--- src/rtl/fetch_defs_pkg.sv ---
// Shared definitions for the fetch stage: FSM encodings, queue depth, PC step.
// FETCH_STAGE_ALIGN_CHK_EN adds the HALT state used by the alignment checker.
package fetch_defs;

    localparam logic [1:0] ST_IDLE = 2'd0;  // nothing outstanding
    localparam logic [1:0] ST_BUSY = 2'd1;  // one request outstanding, response wanted
    localparam logic [1:0] ST_KILL = 2'd2;  // one request outstanding, response discarded
`ifdef FETCH_STAGE_ALIGN_CHK_EN
    localparam logic [1:0] ST_HALT = 2'd3;  // misaligned redirect seen, frozen until reset
`endif

    localparam int QUEUE_DEPTH = 2;
    localparam int PC_INC      = 4;

endpackage

--- src/rtl/fetch_queue.sv ---
// Two-entry FIFO of {instr, pc} between instruction memory and the decoder.
// Entry 0 is always the head; flush dominates push and pop.
module fetch_queue
    import fetch_defs::*;
#(
    parameter int IWIDTH   = 32,
    parameter int PC_WIDTH = 32
) (
    input  logic                clk,
    input  logic                rst,
    input  logic                push,
    input  logic                pop,
    input  logic                flush,
    input  logic [IWIDTH-1:0]   push_instr,
    input  logic [PC_WIDTH-1:0] push_pc,
    output logic [IWIDTH-1:0]   head_instr,
    output logic [PC_WIDTH-1:0] head_pc,
    output logic [1:0]          count
);

    logic [QUEUE_DEPTH-1:0][IWIDTH-1:0]   q_instr;
    logic [QUEUE_DEPTH-1:0][PC_WIDTH-1:0] q_pc;
    logic                                 push_en;
    logic                                 pop_en;

    // a push into a full queue is only legal alongside a pop
    assign push_en = push && ((count != 2'd2) || pop);
    assign pop_en  = pop && (count != 2'd0);

    assign head_instr = q_instr[0];
    assign head_pc    = q_pc[0];

    // entry storage and occupancy; pop shifts entry 1 down into the head
    always_ff @(posedge clk) begin
        if (rst) begin
            count   <= 2'd0;
            q_instr <= '0;
            q_pc    <= '0;
        end else if (flush) begin
            count <= 2'd0;
        end else begin
            case ({push_en, pop_en})
                2'b10: begin
                    q_instr[count[0]] <= push_instr;
                    q_pc[count[0]]    <= push_pc;
                    count             <= count + 2'd1;
                end
                2'b01: begin
                    q_instr[0] <= q_instr[1];
                    q_pc[0]    <= q_pc[1];
                    count      <= count - 2'd1;
                end
                2'b11: begin
                    if (count == 2'd1) begin
                        q_instr[0] <= push_instr;
                        q_pc[0]    <= push_pc;
                    end else begin
                        q_instr[0] <= q_instr[1];
                        q_pc[0]    <= q_pc[1];
                        q_instr[1] <= push_instr;
                        q_pc[1]    <= push_pc;
                    end
                end
                default: ;
            endcase
        end
    end

endmodule

--- src/rtl/fetch_stage.sv ---
// MIPS instruction fetch stage: PC, single-outstanding imem requests, 2-entry
// output queue, redirect flush with in-flight response discard.
// FETCH_STAGE_ALIGN_CHK_EN: adds fs_o_misalign and a HALT state on a
// redirect whose target is not word aligned.
module fetch_stage
    import fetch_defs::*;
#(
    parameter int                  PC_WIDTH = 32,
    parameter int                  IWIDTH   = 32,
    parameter logic [PC_WIDTH-1:0] RESET_PC = '0
) (
    input  logic                fs_clk,
    input  logic                fs_rst,
    input  logic                fs_i_ce,
    input  logic                fs_i_stall,
    input  logic                fs_i_redirect,
    input  logic [PC_WIDTH-1:0] fs_i_target,
    output logic                fs_o_imem_req,
    output logic [PC_WIDTH-1:0] fs_o_imem_addr,
    input  logic                fs_i_imem_valid,
    input  logic [IWIDTH-1:0]   fs_i_imem_data,
    output logic [IWIDTH-1:0]   fs_o_instr,
    output logic [PC_WIDTH-1:0] fs_o_pc,
    output logic                fs_o_ce
`ifdef FETCH_STAGE_ALIGN_CHK_EN
    ,
    output logic                fs_o_misalign
`endif
);

    logic [1:0]          state;
    logic [PC_WIDTH-1:0] fetch_pc;
    logic [PC_WIDTH-1:0] req_pc;
    logic [1:0]          q_count;
    logic                push;
    logic                pop;
    logic                issue;
    logic [2:0]          count_next;
    logic [PC_WIDTH-1:0] target_aligned;

    assign target_aligned = {fs_i_target[PC_WIDTH-1:2], 2'b00};

`ifndef FETCH_STAGE_ALIGN_CHK_EN
    // low target bits are simply dropped in this build
    logic [1:0] unused_target_lo;
    assign unused_target_lo = fs_i_target[1:0];
`endif

    assign pop        = fs_o_ce && !fs_i_stall;
    assign push       = fs_i_imem_valid && (state == ST_BUSY) && !fs_i_redirect;
    assign count_next = {1'b0, q_count} + {2'b00, push} - {2'b00, pop};

    // a new request may go out only when the slot it will land in is
    // guaranteed free, so the queue can never overflow
    assign issue = !fs_rst && fs_i_ce && !fs_i_redirect &&
                   ((state == ST_IDLE) || ((state == ST_BUSY) && fs_i_imem_valid)) &&
                   (count_next <= 3'd1);

    assign fs_o_imem_req  = issue;
    assign fs_o_imem_addr = fetch_pc;
    assign fs_o_ce        = (q_count != 2'd0);

    fetch_queue #(
        .IWIDTH  (IWIDTH),
        .PC_WIDTH(PC_WIDTH)
    ) u_queue (
        .clk       (fs_clk),
        .rst       (fs_rst),
        .push      (push),
        .pop       (pop),
        .flush     (fs_i_redirect),
        .push_instr(fs_i_imem_data),
        .push_pc   (req_pc),
        .head_instr(fs_o_instr),
        .head_pc   (fs_o_pc),
        .count     (q_count)
    );

    // PC and request FSM; redirect outranks everything except reset
    always_ff @(posedge fs_clk) begin
        if (fs_rst) begin
            state    <= ST_IDLE;
            fetch_pc <= RESET_PC;
            req_pc   <= '0;
`ifdef FETCH_STAGE_ALIGN_CHK_EN
            fs_o_misalign <= 1'b0;
`endif
        end else if (fs_i_redirect) begin
            fetch_pc <= target_aligned;
            case (state)
                // a response arriving with the redirect is the outstanding
                // one, so nothing is left in flight afterwards
                ST_BUSY: state <= fs_i_imem_valid ? ST_IDLE : ST_KILL;
                ST_KILL: state <= fs_i_imem_valid ? ST_IDLE : ST_KILL;
                default: state <= state;
            endcase
`ifdef FETCH_STAGE_ALIGN_CHK_EN
            if (fs_i_target[1:0] != 2'b00) begin
                state         <= ST_HALT;
                fs_o_misalign <= 1'b1;
            end
`endif
        end else if (issue) begin
            req_pc   <= fetch_pc;
            fetch_pc <= fetch_pc + PC_WIDTH'(PC_INC);
            state    <= ST_BUSY;
        end else if (((state == ST_BUSY) || (state == ST_KILL)) && fs_i_imem_valid) begin
            state <= ST_IDLE;
        end
    end

endmodule

--- config.mk ---
export PLATFORM = sky130hd
export DESIGN_NAME = fetch_stage
export DESIGN_NICKNAME = d
export VERILOG_FILES = /design/src/rtl/fetch_defs_pkg.sv /design/src/rtl/fetch_queue.sv /design/src/rtl/fetch_stage.sv
export SDC_FILE = /design/constraint.sdc
export NUM_CORES = 1
export LEC_CHECK = 0
export ABC_AREA = 1
export ABC_CLOCK_PERIOD_IN_PS = 6200
export CORE_MARGIN = 10
export CORE_UTILIZATION = 54
export DETAILED_ROUTE_END_ITERATION = 16
export GPL_ROUTABILITY_DRIVEN = 0
export GPL_TIMING_DRIVEN = 0
export HOLD_SLACK_MARGIN = 0.06
export PLACE_DENSITY = 0.81
export SLEW_MARGIN = 20
export SYNTH_ARGS = -nofsm -noshare
export SYNTH_HDL_FRONTEND = slang
export SYNTH_HIERARCHICAL = 1
export SYNTH_SLANG_ARGS = --single-unit
export TNS_END_PERCENT = 5
--- constraint.sdc ---
create_clock -name fs_clk -period 6.2 [get_ports fs_clk]
set_input_delay 0.62 -clock fs_clk [delete_from_list [all_inputs] [get_ports fs_clk]]
set_output_delay 0.62 -clock fs_clk [all_outputs]
set_load 0.01 [all_outputs]
# Word-level counts from Yosys, hierarchy flattened
# Index checks and enable logic that the tools add are counted.
# classes
n_reduce_logical,30
n_eq_ne,9
n_bitwise,1
magnitude_cmp,3
addsub,5
n_mux,20
# ops
op,n
$mux 32,7
$pmux 32 s3,2
$bwmux 64,2
$pmux 32 s2,2
$add 32x3->32 const B,1
$demux 32 s1,1
$logic_and 1x1->1,11
$mux 2,5
$reduce_bool 2->1,4
$eq 2x1->1 const B,3
$eq 2x2->1 const B,3
$ne 2x2->1 const B,3
$reduce_and 2->1,3
$reduce_bool 3->1,2
$pmux 2 s2,1
$reduce_or 2->1,2
$add 2x1->3,1
$le 3x1->1 const B,1
$logic_not 1->1,3
$logic_or 1x1->1,3
$reduce_and 3->1,1
$sub 3x1->3,1
$add 2x1->2 const B,1
$logic_not 2->1,1
4 further kinds,4
# word_totals
register_bits,196

# Longest topological paths before layout
# depth
ltp_word,9
depth_mapped,21

# Cells and area by module
# The synthesis kept the hierarchy.
# by_module_without_submodules
module,area_per_inst_um2,cells_per_inst,instances,seq_area_each_um2
fetch_queue,6376.1,963,1,2602.5
fetch_stage,3387.0,522,1,1241.2

# Worst setup path before layout
# No wires, ideal clock.
# synth_timing
kind,input -> output
from,input port fs_i_redirect
to,output port fs_o_imem_req
arrival_time_ps,2738
n_path_buf,4
path_stages,15
required_ps,5580
slack_ps,2842
cell_sequence,buf_6 -> clkbuf_1 -> nor2_1 -> inv_1 -> ha_1 -> inv_1 -> ha_1 -> inv_1 -> fa_1 -> nand2_1 -> nor2_4 -> nand3_4 -> inv_2 -> buf_6 -> buf_2
# synth_between
elab_chain_cells,6
# synth_lines
item,line,rtl
start: declaration,fetch_stage.sv:16,"input logic fs_i_redirect,"
$logic_not 1->1,fetch_stage.sv:50,assign push = fs_i_imem_valid && (state == ST_BUSY) && !fs_i_redirect;
$logic_and 1x1->1,fetch_stage.sv:50,
via push,fetch_stage.sv:35,logic push;
$add 2x1->3,fetch_stage.sv:51,"assign count_next = {1'b0, q_count} + {2'b00, push} - {2'b00, pop};"
$sub 3x1->3,fetch_stage.sv:51,
$le 3x1->1,fetch_stage.sv:57,(count_next <= 3'd1);
$logic_and 1x1->1,fetch_stage.sv:56,((state == ST_IDLE) || ((state == ST_BUSY) && fs_i_imem_valid)) &&
end: declaration,fetch_stage.sv:18,"output logic fs_o_imem_req,"
# The timed path passes the listed nets, and every way through them passes these cells.

# Worst setup path after layout
# Same ends and word-level chain as after synthesis.

==> results.md <==
- CTS clk-pin slew, worst paths: 0.07 ns
- CTS root buffer: clkbuf_16
- VDD IR max: 0.000233 V
- Setup TNS: 0 ns
- Post-Syn Instances: 1485
- Clock Skews: 0.00602 ns
- RSZ-0062 raised after global routing: no
- Power, Total: 2680 µW
- Die area: 23900 µm²
- CP Cell Sequence: clkdlybuf4s50_1 -> buf_6 -> clkbuf_1 -> nor2_1 -> inv_1 -> ha_1 -> inv_1 -> ha_1 -> inv_1 -> fa_1 -> nand2_1 -> nor2_4 -> nand3_4 -> inv_2 -> buf_6 -> buf_2 -> clkdlybuf4s50_1
- Number of synthesized flops with an enable pin: 0
- Top FF cell, synth: dfxtp_1
- GRT Residual Overflow: 0
- Htree depth: 4
- Critical path fanouts, max: 10
- Period minus WS final: 4.94 ns
- Logic gate share of total power: 0.094
- Inst Count DP: 1883
- Clock Path Buffers: 2
- Setup CP Type: in2out
- Core area: 17900 µm²
- First-pass GRT wire length: 46.6 mm
- Final Hold Viols: 0
- Global route hottest layer: met2
- Drt initial violations: 946
- Met2 Usage GRT: 0.389
- Yosys reg bits: 192
- Hold WS: 0.465 ns
- Count of cell types in the netlist: 34
- Final Setup Violations: 0
- Post_cts resized: 0
- Die Y: 154 µm
- Worst setup SP type: input pin
- Syn avg cell area: 6.57 µm²
- Hold Path Class: reg2reg
- Met1 usage: 0.285
- Fmax: 202 MHz
- Warnings, synthesis: 6
- Normalized max-slew margin: 0.580
- Wire per inst: 15.3 µm
- NetSw: 651 µW
- Fin cells: 1915
- Vias in the first global route: 9281
- Latest clock arrival within the worst-skew pair: 0.44 ns
- Num CTS Buffers: 17
- Synthesized cell area: 9760 µm²
- Final Max Slew Viols: 0
- Worst EP arrival: 4.32 ns
- Initial Util: 0.545
- Net Sw Frac: 0.243
- Power share of the clock group: 0.425
- Antenna violations before repair: 0
- TritonCTS clock tree: built
- Clock Sinks: 192
- Endpoint class of the critical path: primary output
- Top cell by count, worst path: inv_1
- Post-route DRC: 0
- FP Rows: 49
- Vias/cell: 5.20
- Met3 Track Usage GR: 0.0632
- Gr usage total: 0.236
- Worst Max-Slew Pin Slew: 0.630 ns
- WL final: 29.4 mm
- Postcts setup bufs: 0
- Final period util: 0.798
- Port-buffer cells: 163
- HPWL after DPL: 22.0 mm
- Outcome: finished, final reports clean
- I/O pin total: 168
- Max-cap viol count: 0
- Leakage power: 0.00512 µW
- ANT cells: 0
- Sequential power share: 0.481
- CP max stage delay: 0.64 ns
- Fin nets: 1756
- Vias: 9967
- Die Width: 154 µm
- Share of cells above drive strength 1: 0.108
- Area grow syn2layout: 26.1%
- Final ANT Viol Nets: 0
- CTS hold repair buffers: 0
- Asr flop ratio synth: 0
- CP max stage cell: clkdlybuf4s50_1
- PD cells: 218 nW/µm²
- Largest net degree at the start of global routing: 17
- P_int: 2030 µW
- CP required: 5.58 ns
- DRT Pass-1 Iters: 6
- Sequential-to-total area share from yosys stat: 0.394
-- through the flow --
step | util | area [µm²] | setup slack [ns]
after detailed placement | 0.654 | 11700 | 1.28
after floorplan | - | 9790 | 2.84
after global routing | 0.688 | 12300 | 1.05
after global placement | 0.654 | 11700 | 1.34
after CTS | 0.688 | 12300 | 1.26
final | 0.688 | 12300 | 1.26
-- kinds of logic (layout without fill, tap and decap cells) --
| group | after synthesis | count (layout) | synth area share |
|---|---|---|---|
| buffers and inverters | 256 | 451 | 0.140 |
| DFF | 192 | 192 | 0.394 |
| adders and majority gates | 13 | 13 | 0.0174 |
| and+or+nand+nor | 780 | 780 | 0.318 |
| other | 1 | 7 | 0.000384 |
| AOI/OAI and AO/OA | 233 | 233 | 0.121 |
| xor gates and xnor gates | 10 | 10 | 0.00897 |
-- cells in the mapped netlist, types with 8 or more instances --
| cell | number | area (µm²) |
|---|---|---|
| dfxtp_1 | 192 | 3840 |
| nand2_1 | 340 | 1280 |
| buf_2 | 37 | 185 |
| inv_1 | 100 | 375 |
| nand3_1 | 67 | 335 |
| xor2_1 | 8 | 70.1 |
| clkbuf_1 | 22 | 82.6 |
| a21oi_1 | 81 | 405 |
| buf_6 | 10 | 113 |
| inv_2 | 8 | 30.0 |
| o21ai_0 | 113 | 566 |
| o21ai_1 | 29 | 145 |
| buf_4 | 74 | 556 |
| nor2_1 | 350 | 1310 |
| ha_1 | 12 | 150 |
-- power groups by stage --
stage | clock network, µW | logic [µW] | registers (µW)
4_1_cts | 1150 | 249 | 1290
6_report | 1140 | 252 | 1290
3_5_place_dp | 0 | 246 | 1320
3_3_place_gp | 0 | 241 | 1320
5_1_grt | 1200 | 277 | 1290
2_1_floorplan | 0 | 124 | 1310
-- registers in the layout, summed over array words and instances, names as in the netlist --
register            cells
state                   2
u_queue/q_pc           32
u_queue/head_pc        32
req_pc                 30
u_queue/head_instr     32
fs_o_imem_addr         30
u_queue/count           2
u_queue/q_instr        32
-- cell type report --
class | instances | area [µm²]
well taps | 229 | 287
clock inverters | 13 | 158
flip-flops and latches | 192 | 3840
fillers | 1541 | 5590
repair buffers | 163 | 1630
multi-input cells | 1043 | 4570
plain buffers | 147 | 955
clock buffers | 19 | 453
inverters | 109 | 414
-- critical path, delay by kind of cell --
family,cells,cell delay [ns]
buffers and inverters,10,2.39
adder cells (fa/ha/maj),3,0.82
AND/OR/NAND/NOR,4,0.49
-- layer usage --
layer / vias up / part of all wire
met1: 4490 / 0.41
met5: - / 0
li1: 4942 / -
met2: 469 / 0.46
met3: 66 / 0.097
met4: 0 / 0.033
-- worst paths after layout --
check	cells past startpoint	slack (ns)	end	from
setup / recovery	17	1.26	fs_o_imem_req	fs_i_redirect
hold / removal	2	0.47	u_queue/head_pc[8]	u_queue/head_pc[8]
setup reg to reg	15	2.91	fs_o_imem_addr[31]	u_queue/count[0]
hold reg to reg	2	0.47	u_queue/head_pc[8]	u_queue/head_pc[8]
-- cells in the final DEF, fill, tap and decap left out, drive strengths merged, types with 2 or more instances in the layout --
cell type and count:
a21oi 81, o211ai 4, o21ai 142, clkbuf 44
ha 12, buf 122, xor2 8, clkinv 5
bufinv 3, a31oi 4, nand4 4, xnor2 2
inv 113, clkdlybuf4s50 163, dfxtp 192, conb 7
nor2 359, nand3 70, nand2 344
Note: power is estimated with default switching activity, not from simulation.
